===== src/rtl/ram_4x8_bist_pkg.sv =====
// +----------------------------------------------------------------------+
// | ram_bist_pkg : March C- table, state type and backgrounds  Rev 1.0   |
// +----------------------------------------------------------------------+
`default_nettype none

package ram_bist_pkg;

  typedef enum logic [1:0] {
    IDLE = 2'd0,
    RUN  = 2'd1,
    DONE = 2'd2
  } state_t;

  localparam int NUM_ELEM = 6;

  localparam logic [7:0] B0 = 8'h00;
  localparam logic [7:0] B1 = 8'hFF;

  // One bit per march element, bit index = element number.
  // The second op of an element is always a write.
  localparam logic [NUM_ELEM-1:0] ELEM_DOWN   = 6'b011000;
  localparam logic [NUM_ELEM-1:0] FIRST_IS_WR = 6'b000001;
  localparam logic [NUM_ELEM-1:0] FIRST_ONE   = 6'b010100;
  localparam logic [NUM_ELEM-1:0] HAS_SECOND  = 6'b011110;
  localparam logic [NUM_ELEM-1:0] SECOND_ONE  = 6'b001010;

  function automatic logic op_is_write(input logic [2:0] elem, input logic second);
    return second ? 1'b1 : FIRST_IS_WR[elem];
  endfunction

  function automatic logic op_data_one(input logic [2:0] elem, input logic second);
    return second ? SECOND_ONE[elem] : FIRST_ONE[elem];
  endfunction

endpackage

`default_nettype wire


===== src/rtl/ram_4x8_bist_if.sv =====
// +----------------------------------------------------------------------+
// | ram_4x8_bist_if : BIST-side RAM bus (addr/D/we out, Q in)  Rev 1.0   |
// +----------------------------------------------------------------------+
`default_nettype none

interface ram_4x8_bist_if #(
  parameter int ADDR_W = 2,
  parameter int DATA_W = 8
);
  logic [ADDR_W-1:0] ram_addr;
  logic [DATA_W-1:0] ram_d;
  logic              ram_we;
  logic [DATA_W-1:0] ram_q;

  modport master (output ram_addr, output ram_d, output ram_we, input  ram_q);
  modport slave  (input  ram_addr, input  ram_d, input  ram_we, output ram_q);
endinterface

`default_nettype wire


===== src/rtl/ram_4x8_bist_march_seq.sv =====
// +----------------------------------------------------------------------+
// | march_seq : element/address/op counters and table decode   Rev 1.0   |
// +----------------------------------------------------------------------+
`default_nettype none

module march_seq
  import ram_bist_pkg::*;
#(
  parameter int ADDR_W = 2,
  parameter int DATA_W = 8
) (
  input  logic              clk,
  input  logic              rst_n,
  input  logic              load,
  input  logic              advance,
  output logic [2:0]        cur_elem,
  output logic [ADDR_W-1:0] cur_addr,
  output logic              cur_write,
  output logic [DATA_W-1:0] cur_data,
  output logic              cur_last,
  output logic              nxt_write,
  output logic [ADDR_W-1:0] nxt_addr,
  output logic [DATA_W-1:0] nxt_data
);

  localparam logic [ADDR_W-1:0] ADDR_MAX  = '1;
  localparam logic [2:0]        LAST_ELEM = 3'(NUM_ELEM - 1);

  logic [2:0]        elem;
  logic [ADDR_W-1:0] addr;
  logic              second;

  logic [2:0]        n_elem;
  logic [ADDR_W-1:0] n_addr;
  logic              n_second;
  logic              at_end;
  logic              more_ops;

  always_comb begin
    at_end   = ELEM_DOWN[elem] ? (addr == '0) : (addr == ADDR_MAX);
    more_ops = !second && HAS_SECOND[elem];
    n_elem   = elem;
    n_addr   = addr;
    n_second = 1'b0;
    if (more_ops) begin
      n_second = 1'b1;
    end else if (at_end) begin
      // Element change is the only place the address wraps.
      n_elem = (elem == LAST_ELEM) ? 3'd0 : elem + 3'd1;
      n_addr = ELEM_DOWN[n_elem] ? ADDR_MAX : '0;
    end else begin
      n_addr = ELEM_DOWN[elem] ? addr - ADDR_W'(1) : addr + ADDR_W'(1);
    end
  end

  always_comb begin
    cur_elem  = elem;
    cur_addr  = addr;
    cur_write = op_is_write(elem, second);
    cur_data  = {DATA_W{op_data_one(elem, second)}};
    cur_last  = (elem == LAST_ELEM) && at_end && !more_ops;
    nxt_write = op_is_write(n_elem, n_second);
    nxt_addr  = n_addr;
    nxt_data  = {DATA_W{op_data_one(n_elem, n_second)}};
  end

  always_ff @(posedge clk or negedge rst_n) begin
    if (!rst_n) begin
      elem   <= 3'd0;
      addr   <= '0;
      second <= 1'b0;
    end else if (load) begin
      elem   <= 3'd0;
      addr   <= ELEM_DOWN[0] ? ADDR_MAX : '0;
      second <= 1'b0;
    end else if (advance) begin
      elem   <= n_elem;
      addr   <= n_addr;
      second <= n_second;
    end
  end

endmodule

`default_nettype wire


===== src/rtl/ram_4x8_bist.sv =====
// +----------------------------------------------------------------------+
// | ram_4x8_bist : March C- BIST controller for RAM4x8         Rev 1.0   |
// +----------------------------------------------------------------------+
`default_nettype none

module ram_4x8_bist
  import ram_bist_pkg::*;
#(
  parameter int ADDR_W = 2,
  parameter int DATA_W = 8
) (
  input  logic              clk,
  input  logic              rst_n,
  input  logic              start,
  output logic              busy,
  output logic              done,
  output logic              pass,
  output logic [2:0]        fail_elem,
  output logic [ADDR_W-1:0] fail_addr,
  output logic [DATA_W-1:0] fail_data,
  ram_4x8_bist_if.master    ram
);

  state_t state;
  state_t state_nxt;

  logic [2:0]        cur_elem;
  logic [ADDR_W-1:0] cur_addr;
  logic              cur_write;
  logic [DATA_W-1:0] cur_data;
  logic              cur_last;
  logic              nxt_write;
  logic [ADDR_W-1:0] nxt_addr;
  logic [DATA_W-1:0] nxt_data;

  logic load;
  logic advance;
  logic mismatch;
  logic run_end;

  march_seq #(
    .ADDR_W (ADDR_W),
    .DATA_W (DATA_W)
  ) u_seq (
    .clk       (clk),
    .rst_n     (rst_n),
    .load      (load),
    .advance   (advance),
    .cur_elem  (cur_elem),
    .cur_addr  (cur_addr),
    .cur_write (cur_write),
    .cur_data  (cur_data),
    .cur_last  (cur_last),
    .nxt_write (nxt_write),
    .nxt_addr  (nxt_addr),
    .nxt_data  (nxt_data)
  );

  always_comb begin
    state_nxt = state;
    mismatch  = (state == RUN) && !cur_write && (ram.ram_q != cur_data);
    run_end   = (state == RUN) && (mismatch || cur_last);
    load      = (state == IDLE) && start;
    advance   = (state == RUN) && !run_end;
    case (state)
      IDLE:    if (start) state_nxt = RUN;
      RUN:     if (run_end) state_nxt = DONE;
      DONE:    state_nxt = IDLE;
      default: state_nxt = IDLE;
    endcase
  end

  always_ff @(posedge clk or negedge rst_n) begin
    if (!rst_n) state <= IDLE;
    else        state <= state_nxt;
  end

  // Bus registers always hold the op being executed this cycle, so they
  // are loaded with the following op at every non-terminal RUN edge.
  always_ff @(posedge clk or negedge rst_n) begin
    if (!rst_n) begin
      busy         <= 1'b0;
      done         <= 1'b0;
      pass         <= 1'b0;
      fail_elem    <= 3'd0;
      fail_addr    <= '0;
      fail_data    <= '0;
      ram.ram_we   <= 1'b0;
      ram.ram_addr <= '0;
      ram.ram_d    <= '0;
    end else begin
      case (state)
        IDLE: begin
          done <= 1'b0;
          if (start) begin
            busy         <= 1'b1;
            pass         <= 1'b0;
            fail_elem    <= 3'd0;
            fail_addr    <= '0;
            fail_data    <= '0;
            ram.ram_we   <= op_is_write(3'd0, 1'b0);
            ram.ram_addr <= ELEM_DOWN[0] ? '1 : '0;
            ram.ram_d    <= {DATA_W{op_data_one(3'd0, 1'b0)}};
          end
        end
        RUN: begin
          if (run_end) begin
            busy       <= 1'b0;
            done       <= 1'b1;
            ram.ram_we <= 1'b0;
            if (mismatch) begin
              fail_elem <= cur_elem;
              fail_addr <= cur_addr;
              fail_data <= ram.ram_q;
            end else begin
              pass <= 1'b1;
            end
          end else begin
            ram.ram_we   <= nxt_write;
            ram.ram_addr <= nxt_addr;
            ram.ram_d    <= nxt_data;
          end
        end
        DONE: done <= 1'b0;
        default: done <= 1'b0;
      endcase
    end
  end

endmodule

`default_nettype wire


===== src/flat_wrapper.sv =====
// flat-port wrapper written by rule: the top's interface ports become plain ports
module ram_4x8_bist_flat import ram_bist_pkg::*;
#(
  parameter int ADDR_W = 2,
  parameter int DATA_W = 8
)
  (clk, rst_n, start, busy, done, pass, fail_elem, fail_addr, fail_data, ram_ram_addr, ram_ram_d, ram_ram_we, ram_ram_q);
  ram_4x8_bist_if #(.ADDR_W(ADDR_W), .DATA_W(DATA_W)) ram_i ();
  input  logic clk;
  input  logic rst_n;
  input  logic start;
  output logic busy;
  output logic done;
  output logic pass;
  output logic [2:0] fail_elem;
  output logic [ADDR_W-1:0] fail_addr;
  output logic [DATA_W-1:0] fail_data;
  output wire logic [$bits(ram_i.ram_addr)-1:0] ram_ram_addr;
  output wire logic [$bits(ram_i.ram_d)-1:0] ram_ram_d;
  output wire logic [$bits(ram_i.ram_we)-1:0] ram_ram_we;
  input wire logic [$bits(ram_i.ram_q)-1:0] ram_ram_q;
  assign ram_ram_addr = ram_i.ram_addr;
  assign ram_ram_d = ram_i.ram_d;
  assign ram_ram_we = ram_i.ram_we;
  assign ram_i.ram_q = ram_ram_q;
  ram_4x8_bist #(.ADDR_W(ADDR_W), .DATA_W(DATA_W)) u_core (.clk(clk), .rst_n(rst_n), .start(start), .busy(busy), .done(done), .pass(pass), .fail_elem(fail_elem), .fail_addr(fail_addr), .fail_data(fail_data), .ram(ram_i));
endmodule

===== config.mk =====
export PLATFORM = sky130hd
export DESIGN_NAME = ram_4x8_bist_flat
export DESIGN_NICKNAME = d
export VERILOG_FILES = /design/src/rtl/ram_4x8_bist_pkg.sv /design/src/rtl/ram_4x8_bist_if.sv /design/src/rtl/ram_4x8_bist_march_seq.sv /design/src/rtl/ram_4x8_bist.sv /design/src/flat_wrapper.sv
export SDC_FILE = /design/constraint.sdc
export NUM_CORES = 1
export LEC_CHECK = 0
export CAP_MARGIN = 20
export CORE_MARGIN = 2
export CORE_UTILIZATION = 56
export CTS_BUF_LIST = sky130_fd_sc_hd__clkbuf_4
export CTS_CLUSTER_SIZE = 12
export DETAILED_ROUTE_END_ITERATION = 12
export PLACE_DENSITY = 0.84
export RECOVER_POWER = 50
export SKIP_CTS_REPAIR_TIMING = 1
export SLEW_MARGIN = 20
export SYNTH_ARGS = -nofsm -noshare
export SYNTH_HDL_FRONTEND = slang
export SYNTH_SLANG_ARGS = --single-unit

===== constraint.sdc =====
create_clock -name clk -period 4.42 [get_ports clk]
set_input_delay 0.884 -clock clk [delete_from_list [all_inputs] [get_ports clk]]
set_output_delay 0.884 -clock clk [all_outputs]
set_load 0.02 [all_outputs]

After elaboration in Yosys (flattened, before gate mapping) --
Memory sizes are Yosys's and may differ from the RTL's. Cells that the tools add are included.
Storage, ports and cells: register bits 35, word-level logic and storage cells 118, ROM bits 72, memories kept 9, input bits 11
Memory list:
- (name not given) | words 8, width 1, rd ports 1, clocked after Yosys merged registers in 0, write ports 0, RTL line ram_4x8_bist_pkg.sv:32 | return second ? SECOND_ONE[elem] : FIRST_ONE[elem];
- (name not given) | words 8, width 1, rd ports 1, clocked after Yosys merged registers in 0, write ports 0, RTL line ram_4x8_bist_pkg.sv:32
- (name not given) | words 8, width 1, rd ports 1, clocked after Yosys merged registers in 0, write ports 0, RTL line ram_4x8_bist_pkg.sv:28 | return second ? 1'b1 : FIRST_IS_WR[elem];
- (name not given) | words 8, width 1, rd ports 1, clocked after Yosys merged registers in 0, write ports 0, RTL line ram_4x8_bist_pkg.sv:32
- (name not given) | words 8, width 1, rd ports 1, clocked after Yosys merged registers in 0, write ports 0, RTL line ram_4x8_bist_pkg.sv:32
- (name not given) | words 8, width 1, rd ports 1, clocked after Yosys merged registers in 0, write ports 0, RTL line ram_4x8_bist_pkg.sv:28
- +3 memories
Operators by class: add/subtract/negate cells 3, reduce and logical (&&, ||, !) cells 23, multiplexer cells 58, equality and inequality tests 9, $lt $le $gt $ge 3
Operators with widths (number):
- 8-bit 2-to-1 mux | 4
- 8-bit case mux with 2 select lines | 2
- 1-bit 2-to-1 mux | 25
- 2-bit 2-to-1 mux | 12
- 3-bit 2-to-1 mux | 8
- 3-bit by 4-bit < comparator with 1-bit output, second input constant | 3
- 2-bit case mux with 2 select lines | 3
- 1-bit logical AND | 8
- 8-bit inequality test | 1
- 4-bit AND reduction | 2
- 2-bit inequality test, second input constant | 3
- 1-bit case mux with 2 select lines | 3
- 3-bit case mux with 2 select lines | 1
- 3-bit AND reduction | 2
- 1-bit logical NOT | 4
- 2-bit logical NOT | 2
- 2-bit by 1-bit inequality test with 1-bit output, second input constant | 2
- 2-bit AND reduction | 2
- 2-bit nonzero test | 2
- 3-bit by 1-bit adder with 3-bit output, second input constant | 1
- 3-bit equality test, second input constant | 1
- 2-bit by 1-bit adder with 2-bit output, second input constant | 1
- 2-bit by 1-bit equality test with 1-bit output, second input constant | 1
- 2-bit equality test, second input constant | 1
- 2 further kinds | 2

Logic depth before layout (Yosys ltp) --
word-level depth 12, gate-level depth with buffers 7, mapped depth without buffers 5

Hierarchy --
Synthesis repeated with hierarchy kept, for this count alone.
Unflattened totals: cell total of the unflattened synthesis 205, area, all modules 2102.0 µm²
By module, submodules not included:
- ram_4x8_bist | seq. area each 725.7 µm², cells each 100, area each 1293.7 µm², instances 1
- march_seq | seq. area each 150.1 µm², cells each 105, area each 808.3 µm², instances 1

Worst setup path before layout --
Ideal clock, no wire load.
kind input to register, from input ram_ram_q[3], to register u_core.u_seq.addr[0], in the netlist u_core.u_seq.cur_addr[0], arrival 1.868 ns, stages 6, setup time 0.123 ns, path slack 2.429 ns, data required time 4.297 ns, cells stage by stage nor4_1 a41oi_1 o21ai_2 buf_6 nand2_1 o221a_2
On the way: word-level cells in the longest chain between the ends 7
Ends and longest elaborated chain:
- start: declaration | RTL line flat_wrapper.sv:21 | input wire logic [$bits(ram_i.ram_q)-1:0] ram_ram_q;
- 8-bit inequality test | RTL line ram_4x8_bist.sv:61 | mismatch = (state == RUN) && !cur_write && (ram.ram_q != cur_data);
- 1-bit logical AND | RTL line ram_4x8_bist.sv:61
- 1-bit logical OR | RTL line ram_4x8_bist.sv:62 | run_end = (state == RUN) && (mismatch || cur_last);
- 1-bit logical AND | RTL line ram_4x8_bist.sv:62
- 1-bit logical NOT | RTL line ram_4x8_bist.sv:64 | advance = (state == RUN) && !run_end;
- 1-bit logical AND | RTL line ram_4x8_bist.sv:64
- 2-bit nonzero test (no line)
- end signal: assignment | RTL line ram_4x8_bist_march_seq.sv:74 | addr <= ELEM_DOWN[0] ? ADDR_MAX : '0;
- end signal: assignment | RTL line ram_4x8_bist_march_seq.sv:78 | addr <= n_addr;
- end: declaration | RTL line ram_4x8_bist_march_seq.sv:30 | logic [ADDR_W-1:0] addr;
No other way between the ends. A chain may end at the register's enable or synchronous reset.

Worst setup path in the final report --
from input ram_ram_q[7], to register u_core.fail_addr[0]
On the way: word-level cells in the longest chain between the ends 6, elaborated cells on any way between the ends 7, those cells by class 3 x eq/ne; 4 x reduce/logical
Ends and longest elaborated chain:
- 8-bit inequality test * | RTL line ram_4x8_bist.sv:61
- 1-bit logical AND * | RTL line ram_4x8_bist.sv:61
- 1-bit logical OR | RTL line ram_4x8_bist.sv:62
- 1-bit logical AND | RTL line ram_4x8_bist.sv:62
- 2-bit by 1-bit inequality test with 1-bit output (no line)
- 4-bit AND reduction (no line) *
- end signal: assignment | RTL line ram_4x8_bist.sv:113 | fail_addr <= cur_addr;
- end: declaration | RTL line ram_4x8_bist.sv:19 | output logic [ADDR_W-1:0] fail_addr,
Mark *: on every way between the ends. The rest lies on a longest branch, timed or not.

==> results.py <==
metrics = {
    "route": {
        "met1_length_um": 1660,
        "drc": 0,
        "met2_wirelength_um": 1880,
        "via_per_inst": 5.78,
        "first_pass_iters": 4,
        "routed.top_layer": "met4",
        "drtAntennaViolNets": 0,
        "vias": 1531,
        "wl_per_cell_um": 14.6,
        "drtIter0Drc": 84,
        "wl_met3_um": 255,
        "wirelength_um": 3870,
    },
    "sta": {
        "max_freq_mhz": 290,
        "max_slew.worst_pin.slew_ns": 1.52,
        "hold_slack_ns": 0.521,
        "clock_skew_ns": 0.00475,
        "fin_crit_ns": 3.45,
        "drv_slew": 29,
        "relSlewSlack_pct": -1.41,
        "period_share_pct": 78.1,
        "rsz0062_at_grt": "no",
        "setup_viol": 0,
        "hold_viol": 0,
        "setup_tns_ns": 0,
    },
    "floorplanning": {
        "die_h_um": 60.0,
        "rows": 20,
        "ioPinCount": 38,
        "start_util_pct": 58.0,
        "die_x_um": 60.0,
        "die-area_um2": 3600,
        "core-area_um2": 3030,
    },
    "clock_tree": {
        "cts.htree.levels": 1,
        "cts_root_buf": "clkbuf_4",
        "clk_pin_slew_ns": 0.15,
        "cts_sinks": 28,
        "cts_tree": "built",
        "cts_buffer_depth": 2,
        "cts_made_buffers": 3,
        "clock_latency_ns": 0.33,
    },
    "grt": {
        "grt_start_max_net_pins": 29,
        "antenna_found_initial": 0,
        "grt_use_total_pct": 23.6,
        "grt_pass1_wl_um": 6490,
        "grt_pass1_vias": 1413,
        "overflow": 0,
    },
    "synthesis": {
        "synth_edf_count": 0,
        "synth_top_cell_by_area": "dfrtp_1",
        "syn_inst": 201,
        "syn-num-nets": 212,
        "synthTopCellsByArea": "dfrtp_1 (40%), mux2i_1 (11%), nand2_1 (6.0%)",
        "ys_seq_area_share_pct": 39.9,
        "yosysTopAreaCellShare_pct": 39.9,
        "synth_area_um2": 1760,
        "postSynthAreaPerCell_um2": 8.74,
        "async_flop_share_pct": 100,
        "synth_ff_type": "dfrtp_1",
        "ys_seq_elements": 28,
        "yosys_warnings": 0,
        "yosys.cell_types.count": 43,
    },
    "worst_setup_path": {
        "start_kind": "primary input",
        "r2r_cells": 4,
        "cp-end-kind": "flip-flop",
        "path_class": "primary input to flip-flop",
        "required_ns": 4.66,
        "arrival_ns": 3.69,
        "crit_fanout": 13,
    },
    "placed_design": {
        "io_buffers": 37,
        "place_hpwl_um": 2660,
        "place.gp.congestion": 0.864,
    },
    "run_status": {
        "violations": "max-capacitance violations, max-slew violations",
        "status": "finished, violations left",
    },
    "layout": {
        "diodes": 0,
        "drive_gt1_share_pct": 5.88,
        "area_growth_pct": 19.0,
        "layout.nets": 233,
    },
    "power_and_ir_drop": {
        "powerDensity_nw_per_um2": 723,
        "leakage_uw": 0.000917,
        "peakVddDrop_v": 0.000371,
    },
    "worst_hold_path": {
        "hold_depth": 2,
        "holdCritPathClass": "flip-flop to flip-flop",
    },
    "flow_run": {
        "drv_cap": 1,
    },
}
==> cell usage after synthesis (2+ instances only) <==
cell type / n
nand2b_1: 2
and2_1: 2
clkbuf_1: 2
nand3_1: 4
buf_4: 8
nor4b_1: 2
nand2_1: 28
nand4_1: 4
a21oi_1: 5
o211ai_1: 3
and3_1: 3
nor3_1: 2
buf_2: 9
dfrtp_1: 28
a31oi_1: 6
inv_1: 17
buf_6: 3
o21a_1: 2
nor2_1: 16
nor2b_1: 3
o21ai_0: 10
o21ai_2: 2
mux2i_1: 19
o2bb2ai_1: 2
==> critical path, stage by stage <==
cell,delay [ns]
dlygate4sd3_1,0.57
nand4_1,0.11
o22a_2,0.20
o21ai_0,0.99
o21ai_2,0.52
mux2_2,0.40
==> flip-flops by register name (all words and copies together), names as in the netlist <==
register,flops
u_core.state,2
u_core.fail_elem,3
u_core.fail_data,8
u_core.ram.ram_d,1
u_core.busy,1
u_core.ram.ram_we,1
u_core.done,1
u_core.u_seq.cur_elem,3
u_core.pass,1
u_core.u_seq.cur_addr,2
u_core.fail_addr,2
u_core.u_seq.second,1
u_core.ram.ram_addr,2
==> power by group <==
| group | total [uW] | internal [uW] | switching [uW] |
|---|---|---|---|
| clock | 168 | 91.7 | 76.0 |
| combinational | 854 | 373 | 481 |
| sequential | 490 | 354 | 137 |
| total | 1510 | 818 | 694 |
==> cell usage in the layout (no fill, tap or decap), types with 2 or more instances in the layout <==
| cell | n |
|---|---|
| a21oi_1 | 5 |
| nand3_1 | 4 |
| nor2_1 | 16 |
| and3_1 | 3 |
| inv_1 | 17 |
| mux2i_1 | 19 |
| a31oi_1 | 6 |
| nand2b_1 | 2 |
| nor4b_1 | 2 |
| dlygate4sd3_1 | 13 |
| dfrtp_1 | 28 |
| o211ai_1 | 3 |
| nand2_1 | 28 |
| and2_1 | 2 |
| nor3_1 | 2 |
| clkbuf_4 | 3 |
| nand4_1 | 4 |
| clkdlybuf4s50_1 | 24 |
| nor2b_1 | 2 |
| o21ai_0 | 11 |
| o2bb2ai_1 | 2 |
| o21a_1 | 2 |
==> routing by layer <==
| metal | track usage [%] | vias to the layer above |
|---|---|---|
| met5 | 0 | - |
| met4 | 8.25 | 0 |
| met3 | 1.95 | 11 |
| met2 | 38.4 | 82 |
| met1 | 32.9 | 706 |
| li1 | - | 732 |
==> per-stage QoR <==
step           power, uW  instances  util, %  setup slack, ns  instance area, um2
2_1_floorplan       1130        201        -             2.43                1760
3_5_place_dp        1360        261     67.5             1.24                2040
5_1_grt             1620        265     69.0            0.808                2090
6_report            1510        265     69.0            0.967                2090
3_3_place_gp        1330        261     67.5             1.29                2040
4_1_cts             1530        265     69.2             1.61                2100
==> path summary, 6_finish.rpt <==
check	start	to	slack [ns]
max	ram_ram_q[7]	u_core.fail_addr[0]$_DFFE_PN0P_	0.97
min	u_core.fail_elem[0]$_DFFE_PN0P_	u_core.fail_elem[0]$_DFFE_PN0P_	0.52
max reg2reg	u_core.u_seq.cur_elem[2]$_DFFE_PN0P_	u_core.fail_addr[0]$_DFFE_PN0P_	1.38
min reg2reg	u_core.fail_elem[0]$_DFFE_PN0P_	u_core.fail_elem[0]$_DFFE_PN0P_	0.52
max in group asynchronous	rst_n	u_core.fail_addr[1]$_DFFE_PN0P_	2.11
min in group asynchronous	rst_n	u_core.fail_data[5]$_DFFE_PN0P_	1.43
==> cell families after synthesis <==
logic type	Yosys count	synth area share (%)
AO/OA/AOI/OAI	42	17.0
buffers and inverters	40	12.2
flip-flops	28	39.9
multiplexers	20	11.5
AND/OR/NAND/NOR	71	19.5
==> area by class of cell <==
type / instances / area [um2]
clock buffers: 3 / 22.5
clock inverters: 1 / 30.0
fillers: 249 / 937
inverters: 18 / 67.6
multi-input cells: 133 / 841
flip-flops and latches: 28 / 701
well taps: 44 / 55.1
repair buffers: 38 / 374
Note: power is estimated with default switching activity, not from simulation.
